## config.mk

```make
export PLATFORM = sky130hd
export DESIGN_NAME = bcd_tick_counter
export DESIGN_NICKNAME = d
export VERILOG_FILES = /design/src/rtl/bcd_pkg.sv /design/src/rtl/bcd_to_7seg.sv /design/src/rtl/bcd_tick_counter.sv
export SDC_FILE = /design/constraint.sdc
export NUM_CORES = 1
export LEC_CHECK = 0
export BUFFER_PORTS_ARGS = -buffer_cell sky130_fd_sc_hd__buf_2
export CORE_ASPECT_RATIO = 0.75
export CORE_UTILIZATION = 37
export DETAILED_ROUTE_END_ITERATION = 16
export MAX_ROUTING_LAYER = met4
export SLEW_MARGIN = 20
export SYNTH_ARGS = -nofsm -noshare
export SYNTH_HDL_FRONTEND = slang
export SYNTH_SLANG_ARGS = --single-unit
```

## constraint.sdc

```tcl
create_clock -name clk -period 4.7 [get_ports clk]
set_clock_uncertainty 0.1 [all_clocks]
set_input_delay 0.705 -clock clk [delete_from_list [all_inputs] [get_ports clk]]
set_output_delay 0.705 -clock clk [all_outputs]
set_load 0.02 [all_outputs]
```

## src/rtl/bcd_pkg.sv

```systemverilog
// Shared constants for the BCD tick counter: digit width, largest legal
// digit, active-low seven-segment glyphs (segment order g..a) and small
// helpers for validating and converting BCD digit pairs.
package bcd_pkg;

  // A BCD digit is one nibble; codes above 9 are not legal digits.
  localparam int             BCD_W   = 4;
  localparam logic [BCD_W-1:0] BCD_MAX = 4'd9;

  // Active-low glyphs, bit 6 = segment g ... bit 0 = segment a.
  localparam logic [6:0] SEG_0     = 7'b1000000;
  localparam logic [6:0] SEG_1     = 7'b1111001;
  localparam logic [6:0] SEG_2     = 7'b0100100;
  localparam logic [6:0] SEG_3     = 7'b0110000;
  localparam logic [6:0] SEG_4     = 7'b0011001;
  localparam logic [6:0] SEG_5     = 7'b0010010;
  localparam logic [6:0] SEG_6     = 7'b0000010;
  localparam logic [6:0] SEG_7     = 7'b1111000;
  localparam logic [6:0] SEG_8     = 7'b0000000;
  localparam logic [6:0] SEG_9     = 7'b0010000;
  localparam logic [6:0] SEG_BLANK = 7'b1111111;

  // True when the nibble is a legal decimal digit.
  function automatic logic bcd_digit_ok(input logic [BCD_W-1:0] d);
    return (d <= BCD_MAX);
  endfunction

  // Binary value of a tens:ones pair. Wide enough for illegal nibbles too
  // (15*10+15 = 165), so range checks on raw load data cannot overflow.
  function automatic logic [7:0] bcd_to_bin(input logic [BCD_W-1:0] t,
                                            input logic [BCD_W-1:0] o);
    return (8'(t) * 8'd10) + 8'(o);
  endfunction

endpackage

```

## src/rtl/bcd_to_7seg.sv

```systemverilog
// Purpose: decode one BCD digit to an active-low seven-segment pattern (g..a).
// Latency: combinational, zero cycles.
// Backpressure: none; pure function of the input, illegal codes show blank.
module bcd_to_7seg
  import bcd_pkg::*;
(
  input  logic [BCD_W-1:0] bcd,
  output logic [6:0]       seg
);

  // Glyph lookup; anything outside 0..9 blanks the display.
  always_comb begin
    seg = SEG_BLANK;
    case (bcd)
      4'd0:    seg = SEG_0;
      4'd1:    seg = SEG_1;
      4'd2:    seg = SEG_2;
      4'd3:    seg = SEG_3;
      4'd4:    seg = SEG_4;
      4'd5:    seg = SEG_5;
      4'd6:    seg = SEG_6;
      4'd7:    seg = SEG_7;
      4'd8:    seg = SEG_8;
      4'd9:    seg = SEG_9;
      default: seg = SEG_BLANK;
    endcase
  end

endmodule

```

## src/rtl/bcd_tick_counter.sv

```systemverilog
// Purpose: two-digit BCD up/down counter stepped by rising edges of a slow
//          divided square wave, treated as data in the clk domain.
// Latency: tick_in first sampled high at edge k -> digits update at edge k+2;
//          seven-segment outputs (BCD_TICK_SEG_EN) lag the digits by one clk.
// Backpressure: none; steps arriving while en=0 are dropped, never queued.
//
// Optional feature macro: BCD_TICK_SEG_EN adds registered hex_tens/hex_ones.
module bcd_tick_counter
  import bcd_pkg::*;
#(
  parameter int MAX_VALUE = 59   // terminal count, legal 1..99
) (
  input  logic             clk,
  input  logic             rst,
  input  logic             tick_in,
  input  logic             en,
  input  logic             up,
  input  logic             clr,
  input  logic             load,
  input  logic [BCD_W-1:0] load_tens,
  input  logic [BCD_W-1:0] load_ones,
  output logic [BCD_W-1:0] tens,
  output logic [BCD_W-1:0] ones,
  output logic             carry
`ifdef BCD_TICK_SEG_EN
  ,
  output logic [6:0]       hex_tens,
  output logic [6:0]       hex_ones
`endif
);

  // Terminal count split into digits so wrap detection is a digit compare.
  localparam logic [BCD_W-1:0] MAX_TENS = 4'(MAX_VALUE / 10);
  localparam logic [BCD_W-1:0] MAX_ONES = 4'(MAX_VALUE % 10);
  localparam logic [7:0]       MAX_BIN  = 8'(MAX_VALUE);

  logic             s1, s2, s3;
  logic             step;
  logic             load_ok;
  logic             at_max;
  logic             at_zero;
  logic [BCD_W-1:0] tens_nxt;
  logic [BCD_W-1:0] ones_nxt;
  logic             carry_nxt;

  // Synchroniser plus edge-history flop. Resetting all three high means a
  // tick_in already high at reset release looks like "no edge", and any
  // edge in flight when reset hits is thrown away.
  always_ff @(posedge clk or negedge rst) begin
    if (!rst) begin
      s1 <= 1'b1;
      s2 <= 1'b1;
      s3 <= 1'b1;
    end else begin
      s1 <= tick_in;
      s2 <= s1;
      s3 <= s2;
    end
  end

  // One-clk step per rising edge of the synchronised tick.
  assign step = s2 & ~s3;

  // Load data is only taken when it is a real BCD value inside the range.
  assign load_ok = bcd_digit_ok(load_tens) && bcd_digit_ok(load_ones) &&
                   (bcd_to_bin(load_tens, load_ones) <= MAX_BIN);

  assign at_max  = (tens == MAX_TENS) && (ones == MAX_ONES);
  assign at_zero = (tens == '0) && (ones == '0);

  // Next count: clr beats load beats an enabled step; carry only on wrap.
  always_comb begin
    tens_nxt  = tens;
    ones_nxt  = ones;
    carry_nxt = 1'b0;
    if (clr) begin
      tens_nxt = '0;
      ones_nxt = '0;
    end else if (load) begin
      if (load_ok) begin
        tens_nxt = load_tens;
        ones_nxt = load_ones;
      end else begin
        tens_nxt = '0;
        ones_nxt = '0;
      end
    end else if (step && en) begin
      if (up) begin
        if (at_max) begin
          tens_nxt  = '0;
          ones_nxt  = '0;
          carry_nxt = 1'b1;
        end else if (ones == BCD_MAX) begin
          ones_nxt = '0;
          tens_nxt = tens + 4'd1;
        end else begin
          ones_nxt = ones + 4'd1;
        end
      end else begin
        if (at_zero) begin
          tens_nxt  = MAX_TENS;
          ones_nxt  = MAX_ONES;
          carry_nxt = 1'b1;
        end else if (ones == '0) begin
          ones_nxt = BCD_MAX;
          tens_nxt = tens - 4'd1;
        end else begin
          ones_nxt = ones - 4'd1;
        end
      end
    end
  end

  // Count and carry registers.
  always_ff @(posedge clk or negedge rst) begin
    if (!rst) begin
      tens  <= '0;
      ones  <= '0;
      carry <= 1'b0;
    end else begin
      tens  <= tens_nxt;
      ones  <= ones_nxt;
      carry <= carry_nxt;
    end
  end

`ifdef BCD_TICK_SEG_EN
  logic [6:0] seg_tens;
  logic [6:0] seg_ones;

  bcd_to_7seg u_seg_tens (
    .bcd (tens),
    .seg (seg_tens)
  );

  bcd_to_7seg u_seg_ones (
    .bcd (ones),
    .seg (seg_ones)
  );

  // Register the decoded glyphs so the display pins are glitch-free.
  always_ff @(posedge clk or negedge rst) begin
    if (!rst) begin
      hex_tens <= SEG_0;
      hex_ones <= SEG_0;
    end else begin
      hex_tens <= seg_tens;
      hex_ones <= seg_ones;
    end
  end
`endif

endmodule

```

# Word-level counts from Yosys, hierarchy flattened
# Cells that the tools add are included.
# totals
register_bits,12
in_bits,15
out_inout_bits,9
elab_cells,54
# classes
n_addsub,5
mul,1
magnitude_cmp,3
eq_ne,3
n_mux,24
n_bitwise,2
reduce_logical,10
# ops
cell,n
2-to-1 mux 4 bit,18
adder 4 x 1 -> 4 bit (second input constant),2
adder 8 x 4 -> 8 bit,1
<= comparator 4 bit (second input constant),2
<= comparator 8 x 6 -> 1 bit (second input constant),1
zero test 4 bit,2
subtractor 4 x 1 -> 4 bit (second input constant),2
multiplier 4 x 3 -> 7 bit (second input constant),1
2-to-1 mux 1 bit,6
logical AND 1 bit,5
!= test 5 x 1 -> 1 bit (second input constant),1
nonzero test 5 bit,1
== test 4 x 3 -> 1 bit (second input constant),1
== test 4 bit (second input constant),1
AND reduction 3 bit,1
nonzero test 3 bit,1
AND 1 bit,1
NOT 1 bit,1

# Longest topological paths before layout
# Gate-level depths: netlist of the first run.
# logic_depth
ltp_word,7
depth_mapped,8
depth_no_buf,8

# Worst setup path before layout of the first run
# No wires, ideal clock.
# synth_timing
path_type,input to register
startpoint,input load_tens[1]
endpoint,register tens[2]
setup_time_ps,138
arrival_ps,2459
required_ps,4462
slack_ps,2003
cell_stages,8
path_buffers,0
cell_sequence,ha_1 > ha_1 > fa_1 > xnor3_1 > nand2_1 > mux2i_1 > o21ai_2 > o22ai_1
# synth_between
elab_chain_len,7
word_cells_on_any_way,9
cone_classes,add/sub: 1; mul: 1; order compare: 2; mux: 3; reduce/logical: 2
# synth_lines
item,line_no,rtl
from (decl),bcd_tick_counter.sv:20,"input logic [BCD_W-1:0] load_tens,"
multiplier 4 x 3 -> 7 bit,bcd_pkg.sv:32,return (8'(t) * 8'd10) + 8'(o);
adder 8 x 4 -> 8 bit,bcd_pkg.sv:32,
<= comparator 8 x 6 -> 1 bit,bcd_tick_counter.sv:66,"(bcd_to_bin(load_tens, load_ones) <= MAX_BIN);"
logical AND 1 bit (*),bcd_tick_counter.sv:65,assign load_ok = bcd_digit_ok(load_tens) && bcd_digit_ok(load_ones) &&
2-to-1 mux 4 bit (*),bcd_tick_counter.sv:80,if (load_ok) begin
2-to-1 mux 4 bit (*),bcd_tick_counter.sv:79,end else if (load) begin
2-to-1 mux 4 bit (*),bcd_tick_counter.sv:76,if (clr) begin
to (signal assigned),bcd_tick_counter.sv:121,tens <= tens_nxt;
to (decl),bcd_tick_counter.sv:22,"output logic [BCD_W-1:0] tens,"
# Every way passes the cells marked *; elsewhere a longest branch is shown, timed or not.
# A chain may end at the register's enable or synchronous reset.

# Final worst setup path of the first run
# Same ends and word-level chain as after synthesis.

==> metrics, run 1 <==
TritonCTS clock tree=done; startpoint type of the worst setup path=primary input; I/O pins=24; number of synthesis warnings=0; die area=between 3000 and 4000 um^2; Slew Viols, Final=0; most numerous cell in the Yosys netlist=ha_1; number of buffers added on ports=23; Placeable Area=3042 um^2; Clock Latency Late Sink=between 0.2 and 0.25 ns; Worst-Margin Slew=0.5399 ns; Worst Path Required=4.70 ns; most common library cells after synthesis=ha_1 (13), nand2_1 (11), a21oi_1 (10), nor2_1 (10); final worst path period need=about 2.8 ns; post-route cell area=1411 um^2; diode count=0; Yosys top cell by area=dfrtp_1; min-delay worst type=in2async; internal power=227.1 uW; Routed WL=around 3000 um; worst-case clock buffer depth=2; TritonCTS Buffers=3; Die H=51.88 um; Area contributors post-synth=dfrtp_1 (18%), ha_1 (13%), dfstp_2 (6.4%); Static Leak=0.6243 nW; post-CTS setup buffers=0; Detailed Place HPWL=around 2400 um; Initial DRC Count=34; Setup Viol. Count Final=0; CP Capture Type=flop; post-CTS sizing=0; Clk pwr share=around 33%; critical path's slowest cell=fa_1; first-pass GRT wire length=approximately 4700 um; row cnt=17; Crit path top cell by count=ha_1; CTS clock-pin slew for the worst setup and hold paths=about 0.050 ns; setup TNS=0 ns; Max VDD drop=around 0.00015 V; DRT Pass-1 Iters=4; critical path class=in2reg; post-synthesis sequential area ratio=24.77%; count of max-cap constraint violations=0; Post-Synthesis Cell Area=about 1200 um^2; initial core utilization=40.35%; switching part of the total=roughly 32%; Fin. Hold Viols=0; DRC=0; worst slack, placed=1.614 ns; EDFF count, synth=0; initial antenna violation count=0; vias in the first global route=1017; total gr overflow=0; WL/cell=14.90 um; setup ws final=roughly 1.9 ns; Final Cycle Share=60.26%; r2r setup slk=around 2.6 ns; Net Count, Synth=about 170; remaining antenna violation count=0; all-layer global routing usage=between 10% and 20%; cell depth of the worst flop-to-flop path=7; DR vias/cell=5.965; Async SR Flop Fraction=100.0%; Cell Chain, Critical Path=buf_2, ha_1, ha_1, fa_1, xnor3_1, nand2_1, mux2i_1, o21ai_2, o22ai_1; Fillers=~310; nets@finish=194; status=finished clean; Main synth FF type=dfrtp_1; hold_buf cts=0; sequential share of power=35.3%; vias=roughly 1200; die width=68.51 um; placer congestion estimate=around 0.87; total power per unit cell area=approximately 240 nW/um^2; CP max stage delay=0.48 ns; RSZ-0062 raised after global routing=false; NetSw=between 100 and 150 uW; largest net degree at the start of global routing=16; Syn Area/Cell=around 8.7 um^2; Worst Path Max Fanout=8; H-Tree Depth=1; share of layout cells above drive strength 1=between 20% and 30%; Slew headroom=a little under two thirds; #FFs+latches synth=12; fmax=353.1 MHz; clock root cell=clkbuf_8; CP Data Arrival Time=roughly 2.8 ns; placed cell area=~1400 um^2; Netlist cell types=49; Yosys top cell area share=between 10% and 20%; Synth-to-Final Area Change=14.98%; Synth Instances=between 100 and 150; Logic pwr share=roughly 32%; CTS sink cnt=12; total power=approximately 330 uW
-- layout make-up --
cell class | count | area (um^2) | share of cell area (%)
Clock buffer | 4 | 55.05 | 3.901
Inverter | 4 | 15.01 | 1.064
Multi-Input combinational cell | 120 | 874.6 | 61.97
Sequential cell | 12 | 304.0 | 21.54
Tap cell | 38 | 47.55 | 3.369
Timing Repair Buffer | 23 | 115.1 | 8.156
-- state kept, by name, indices dropped and copies added (netlist names) --
signal	cells
ones	4
tens	4
carry	1
s1	1
s2	1
s3	1
-- worst max-delay path, delay by kind of cell --
family / cells / cell delay [ns]
XOR/XNOR: 1 / 0.38
AO/OA/AOI/OAI: 2 / 0.43
adder cells (fa/ha/maj): 3 / 1.01
multiplexers: 1 / 0.08
buffers and inverters: 1 / 0.14
AND/OR/NAND/NOR: 1 / 0.08
-- logic make-up (layout without fill, tap and decap cells) --
kind of cell	Yosys count	count (layout)	share of synthesized area [%]
adder cells (fa/ha/maj)	15	15	16.51
multiplexers	2	2	1.631
AND/OR/NAND/NOR	56	56	26.50
flip-flops	12	12	24.77
buffers and inverters	9	31	3.975
XOR/XNOR	5	5	4.689
AO/OA/AOI/OAI	42	42	21.92
-- cells in the final DEF (no fill, tap or decap), types with 3 or more instances in the layout --
master	n
a211oi_1	3
a21oi_1	10
buf_2	23
clkbuf_8	4
dfrtp_1	9
dfstp_2	3
ha_1	13
inv_1	4
nand2_1	11
nand3_1	9
nor2_1	10
nor4_1	4
o21ai_0	6
o21ai_1	4
o22ai_1	5
xor2_1	3
-- metrics by stage --
step | utilization (%) | hold WS, ns | cells
3_5_place_dp | 44.59 | 0.2488 | 197
4_1_cts | 46.40 | 0.2435 | 201
6_report | 46.40 | 0.2372 | 201
2_1_floorplan | - | 0.2452 | 141
3_3_place_gp | 44.59 | 0.2487 | 197
5_1_grt | 46.40 | 0.2502 | 201
-- path summary, 6_finish.rpt --
| kind | from | end |
|---|---|---|
| min in group clk | s1 | s2 |
| worst max register to register | ones[0] | tens[3] |
| max in group asynchronous | rst | s2 |
| worst min-delay path | rst | tens[0] |
| worst min register to register | s1 | s2 |
| worst max-delay path | load_tens[1] | tens[2] |
-- metal layers --
layer,GRT usage (%),share of wire [%]
met1,25.95,48
met2,27.45,45
met3,3.289,6.2
met4,6.250,1.1
met5,-,0
-- power groups by stage --
stage | combinational (mW) | sequential, mW | clock, mW
after floorplan | 0.0735 | 0.120 | 0
after global placement | 0.104 | 0.119 | 0
after detailed placement | 0.106 | 0.119 | 0
after CTS | 0.107 | 0.117 | 0.112
after global routing | 0.119 | 0.118 | 0.117
final | 0.107 | 0.118 | 0.109
Note: power is estimated with default switching activity, not from simulation.
==> run 2, diff against run 1 <==
--- a/config.mk
+++ b/config.mk
@@ -5,6 +5,7 @@
 export SDC_FILE = /design/constraint.sdc
 export NUM_CORES = 1
 export LEC_CHECK = 0
+export ABC_AREA = 1
 export BUFFER_PORTS_ARGS = -buffer_cell sky130_fd_sc_hd__buf_2
 export CORE_ASPECT_RATIO = 0.75
 export CORE_UTILIZATION = 37
==> constraint.sdc (replaced) <==
create_clock -name clk -period 2.7 [get_ports clk]
set_clock_uncertainty 0.1 [all_clocks]
set_input_delay 0.405 -clock clk [delete_from_list [all_inputs] [get_ports clk]]
set_output_delay 0.405 -clock clk [all_outputs]
set_load 0.02 [all_outputs]
==> run 2 against run 1 <==
  * Power is 110% higher
  * Non-clock buffer count is 2 higher
  * Combinational power grew to 2.5 times the previous value
  * Routed wire length is 2.1% higher
  * Critical path depth is 4 higher
  * Sequential cell count stayed put
  * Worst setup slack worse by 1.6 ns
  * Clock power is 82% higher
  * Clock-buffer cell count stayed put
  * Register-to-register slack worse by 1.7 ns
==> metrics, run 2 <==
fmax=413.7 MHz; Slew headroom=79.78% (+16 points); Setup Viol. Count Final=0 (unchanged); most frequent cells in the layout=nand2_1 (61), buf_2 (23), nand3_1 (15), nand4_1 (15), ha_1 (13); Max VDD drop=0.0003236 V (+110%); worst-case clock buffer depth=2 (unchanged); Slew Viols, Final=0 (unchanged); nets@finish=239 (+23%); reg2reg end=tens[1]; Synth Instances=183 (+30%); TritonCTS Buffers=3 (unchanged); Async SR Flop Fraction=100.0% (unchanged); largest net degree at the start of global routing=13 (-3); Fin. Hold Viols=0 (unchanged); DRT Pass-1 Iters=4 (unchanged); Largest regs=ones (4), tens (4); placer congestion estimate=0.9085 (+4.1%); diode count=0 (unchanged); Hold Crit Endpoint=s1; min-delay worst type=in2reg; DRC=0 (unchanged); Synth-to-Final Area Change=16.83%; Routed WL=3058 um (+2.1%); total gr overflow=0 (unchanged); most common cell after layout, fill and taps aside=nand2_1; row cnt=17 (unchanged); die width=69.48 um (+1.4%); post-synthesis sequential area ratio=24.06% (-0.71 points); Worst Path Required=2.73 ns (-1.97 ns); Yosys top cell area share=18.12% (-0.23 points); TritonCTS clock tree=done; Clock Latency Late Sink=0.24 ns (about the same); Crit path top cell by count=nand2_1; Worst-Margin Slew=0.3032 ns (-0.2367 ns); Placeable Area=3084 um^2 (+1.4%); remaining antenna violation count=0 (unchanged); Initial DRC Count=74 (+120%); CTS sink cnt=12 (unchanged); EDFF count, synth=0 (unchanged); total power per unit cell area=466.4 nW/um^2 (+97%); first-pass GRT wire length=5230 um (+11%); CTS clock-pin slew for the worst setup and hold paths=0.05 ns (about the same); most numerous cell in the Yosys netlist=nand2_1; Static Leak=0.7854 nW (+26%); I/O pins=24 (unchanged); number of buffers added on ports=23 (unchanged); startpoint type of the worst setup path=primary input; Cell Chain, Critical Path=buf_2, ha_1, ha_1, fa_1, nand2_1, clkinv_1, nand4_1, nand3b_1, nand2_1, nand4_1, nand2_1, nand2_1, nand2_1; CP max stage delay=0.59 ns (+0.11 ns); RSZ-0062 raised after global routing=false; delay-heaviest family, CP=adder cells; all-layer global routing usage=18.68% (-0.056 points); Bufs and invs on worst path=2 (+1); Netlist cell types=29 (-41%); status=finished clean; r2r setup slk=0.83 ns (-1.74 ns); Worst Path Max Fanout=8 (unchanged); Main synth FF type=dfrtp_1; die area=3655 um^2 (+2.9%); final worst path period need=around 2.4 ns; vias in the first global route=1120 (+10%); total power=688.6 uW (+110%); CP Capture Type=flop; Detailed Place HPWL=2521 um (+6.0%); initial antenna violation count=0 (unchanged); hold_sp=tick_in; initial core utilization=40.97% (+0.62 points); clock root cell=clkbuf_8; worst r2r src=ones[0]; CP Data Arrival Time=2.45 ns (-0.38 ns); WL/cell=12.43 um (-17%); H-Tree Depth=1 (unchanged); Post-Synthesis Cell Area=1264 um^2 (+3.0%); most common library cells after synthesis=nand2_1 (61), nand3_1 (15), nand4_1 (15); #FFs+latches synth=12 (unchanged); Area contributors post-synth=nand2_1 (18%), dfrtp_1 (18%), ha_1 (13%); Syn Area/Cell=6.906 um^2 (-21%); critical path's slowest cell=fa_1; Net Count, Synth=213 (+25%); vias=1275 (+6.3%); Final Cycle Share=89.52%; Hold Path Depth=1; critical path class=in2reg; share of layout cells above drive strength 1=19.23% (-4.1 points); Die H=52.61 um (+1.4%); Yosys top cell by area=nand2_1; post-CTS setup buffers=0 (unchanged); count of max-cap constraint violations=0 (unchanged); number of synthesis warnings=0 (unchanged); setup TNS=0 ns (unchanged); cell depth of the worst flop-to-flop path=10 (+3); DR vias/cell=5.183 (-13%)
## run 2: how the worst max path moves through the flow
| stage | cells after the start | to | from |
|---|---|---|---|
| after global routing | 13 | ones[2] | load_tens[1] |
| final | 13 | ones[2] | load_tens[3] |
| after global placement | 13 | ones[2] | load_tens[1] |
| after detailed placement | 13 | ones[2] | load_tens[3] |
| after CTS | 13 | ones[2] | load_tens[3] |
| after floorplan | 12 | tens[0] | load_tens[1] |
## run 2: logic make-up (layout without fill, tap and decap cells)
group / Yosys count / count (layout) / share of synthesized area [%]
xor gates and xnor gates: 4 / 4 / 2.772
buffers and inverters: 21 / 46 / 7.029
AOI/OAI and AO/OA: 20 / 20 / 10.10
DFF: 12 / 12 / 24.06
adders and majority gates: 15 / 15 / 16.04
and+or+nand+nor: 111 / 111 / 40.00
## run 2: what timing repair did
item / 4_1_cts / 5_1_grt
hold buffers: 1 / 0
hold endpoints to repair: 9 / 0
endpoints found under the setup margin: 0 / 0
gates resized for setup: 0 / 0
## run 2: metal layers
metal  part of all wire, %  global-route usage (%)  wire length [um]
met1                    54                   27.12              1664
met2                    40                   26.54              1209
met3                   5.7                   4.423               174
met4                  0.29                   2.721                 9
met5                     0                       -                 0
## run 2: stage by stage
| stage | utilization [%] | setup WS (ns) | area (um^2) | hold WS (ns) | instances |
|---|---|---|---|---|---|
| global route | 47.87 | 0.1413 | 1476 | 0.1618 | 246 |
| detailed placement | 45.76 | 0.05229 | 1411 | 0.2070 | 241 |
| floorplan | - | 0.3913 | 1264 | 0.009409 | 183 |
| global placement | 45.76 | 0.09612 | 1411 | 0.2002 | 241 |
| CTS | 47.87 | 0.3083 | 1476 | 0.1552 | 246 |
| finish | 47.87 | 0.2829 | 1476 | 0.1613 | 246 |
## run 2: final cells by class
class	instances	area, um^2
Tap cell	38	47.55
Clock buffer	4	55.05
Timing Repair Buffer	25	132.6
Inverter	17	66.31
Fill cell	315	1608
Sequential cell	12	304.0
Multi-Input combinational cell	150	870.8
## run 2: where the power goes
| group | total, mW | internal (mW) | switching (mW) |
|---|---|---|---|
| combinational | 0.268 | 0.0998 | 0.168 |
| sequential | 0.223 | 0.198 | 0.0254 |
| clock | 0.198 | 0.129 | 0.0691 |
| total | 0.689 | 0.426 | 0.262 |
==> run 3, diff against run 2 <==
--- a/config.mk
+++ b/config.mk
@@ -10,7 +10,6 @@
 export CORE_ASPECT_RATIO = 0.75
 export CORE_UTILIZATION = 37
 export DETAILED_ROUTE_END_ITERATION = 16
-export MAX_ROUTING_LAYER = met4
 export SLEW_MARGIN = 20
 export SYNTH_ARGS = -nofsm -noshare
 export SYNTH_HDL_FRONTEND = slang
==> run 3 against run 2 <==
  * Die area stayed put
  * Sequential share of layout area stayed put
  * Global-route usage is 0.50 points lower
  * Register-to-register slack hardly changed
  * Sequential power hardly changed
  * Core utilization stayed put
  * Sequential cell count stayed put
  * Power hardly changed
  * Critical path depth stayed put
  * Non-clock buffer count stayed put
  * Routed wire length hardly changed
  * Maximum frequency hardly changed
==> metrics, run 3 (synthesis results as in run 2) <==
worst r2r src=ones[0]; share of layout cells above drive strength 1=19.23% (unchanged); initial core utilization=40.97% (unchanged); nets@finish=239 (unchanged); TritonCTS clock tree=done; crit path from=load_tens[3]; Worst Path Required=2.73 ns (about the same); fmax=413.7 MHz (about the same); post-CTS sizing=0 (unchanged); post-route cell area=1476 um^2 (unchanged); clock root cell=clkbuf_8; CTS clock-pin slew for the worst setup and hold paths=0.05 ns (about the same); placer congestion estimate=0.8933 (-1.7%); remaining antenna violation count=0 (unchanged); Setup Viol. Count Final=0 (unchanged); H-Tree Depth=1 (unchanged); Slew Viols, Final=0 (unchanged); reg2reg end=tens[1]; min-delay worst type=in2reg; cell depth of the worst flop-to-flop path=10 (unchanged); Detailed Place HPWL=2521 um (unchanged); setup TNS=0 ns (unchanged); DRC=0 (unchanged); TritonCTS Buffers=3 (unchanged); hold slack final=0.1613 ns (+0.00003100 ns); total power per unit cell area=466.4 nW/um^2 (about the same); startpoint type of the worst setup path=primary input; vias=1275 (unchanged); most common cell after layout, fill and taps aside=nand2_1; Routed WL=3057 um (about the same); first-pass GRT wire length=5237 um (+0.13%); DR vias/cell=5.183 (unchanged); CP Capture Type=flop; count of max-cap constraint violations=0 (unchanged); Placeable Area=3084 um^2 (unchanged); worst-case clock buffer depth=2 (unchanged); initial antenna violation count=0 (unchanged); Critical Path Sink=ones[2]; diode count=0 (unchanged); largest net degree at the start of global routing=13 (unchanged); Max VDD drop=0.0003236 V (about the same); Worst Path Max Fanout=8 (unchanged); final worst path period need=2.417 ns (+0.00003200 ns); Final Cycle Share=89.52% (about the same); most frequent cells in the layout=nand2_1 (61), buf_2 (23), nand3_1 (15), nand4_1 (15), ha_1 (13); Die H=52.61 um (unchanged); Worst-Margin Slew=0.3032 ns (-0.00001860 ns); r2r setup slk=0.83 ns (about the same); I/O pins=24 (unchanged); die area=3655 um^2 (unchanged); Static Leak=0.7854 nW (unchanged); all-layer global routing usage=18.18% (-0.50 points); Slew headroom=79.79% (about the same); RSZ-0062 raised after global routing=false; CP Data Arrival Time=2.45 ns (about the same); vias in the first global route=1119 (-0.089%); placed cell area=1411 um^2 (unchanged); CTS sink cnt=12 (unchanged); row cnt=17 (unchanged); WL/cell=12.43 um (about the same); DRT Pass-1 Iters=4 (unchanged); total gr overflow=0 (unchanged); Clock Latency Late Sink=0.24 ns (about the same); Initial DRC Count=72 (-2.7%); number of buffers added on ports=23 (unchanged); critical path class=in2reg; Fillers=315 (unchanged); die width=69.48 um (unchanged); Synth-to-Final Area Change=16.83% (unchanged); Fin. Hold Viols=0 (unchanged); status=finished clean; Largest regs=ones (4), tens (4)
-- run 3: stage by stage --
stage	util [%]	instances	setup slack [ns]	power (mW)
finish	47.87	246	0.2829	0.6886
global route	47.87	246	0.1413	0.7405
CTS	47.87	246	0.3083	0.6929
detailed placement	45.76	241	0.05229	0.4890
global placement	45.76	241	0.09612	0.4857
floorplan	-	183	0.3913	0.4156
-- run 3: worst min-delay path by stage --
stage | from | end | slack (ns) | cells after the start
final | tick_in | s1 | 0.16 | 1
after detailed placement | rst | carry | 0.21 | 1
after global placement | rst | carry | 0.20 | 1
after global routing | tick_in | s1 | 0.16 | 1
after floorplan | rst | carry | 0.009 | 0
after CTS | tick_in | s1 | 0.16 | 1
-- run 3: cell type report --
cell class / instances / area (um^2) / share of cell area (%)
tap: 38 / 47.55 / 3.220
multi-input combinational: 150 / 870.8 / 58.98
timing repair buffer: 25 / 132.6 / 8.983
inverter: 17 / 66.31 / 4.492
clock buffer: 4 / 55.05 / 3.729
sequential: 12 / 304.0 / 20.59
-- run 3: worst max-delay path: stages --
cell and delay, ns:
buf_2 0.13, ha_1 0.27, ha_1 0.23, fa_1 0.59, nand2_1 0.08, clkinv_1 0.06, nand4_1 0.08, nand3b_1 0.11
nand2_1 0.17, nand4_1 0.15, nand2_1 0.05, nand2_1 0.07, nand2_1 0.05
-- run 3: report_power, final --
part / total, mW / switching (mW) / internal, mW
sequential: 0.223 / 0.0254 / 0.198
clock: 0.198 / 0.0691 / 0.129
combinational: 0.268 / 0.168 / 0.0998
total: 0.689 / 0.262 / 0.426
-- run 3: per-layer routing --
layer | vias up | global-route usage (%) | share of wire, %
met2 | 34 | 26.54 | 40
met3 | 2 | 4.423 | 5.6
met5 | - | 0 | 0
met4 | 0 | 2.721 | 0.29
li1 | 665 | - | -
met1 | 574 | 27.12 | 54
-- run 3: what timing repair did --
item                      CTS  global route
hold buffers                1             0
setup buffers               0             0
hold endpoints to repair    9             0
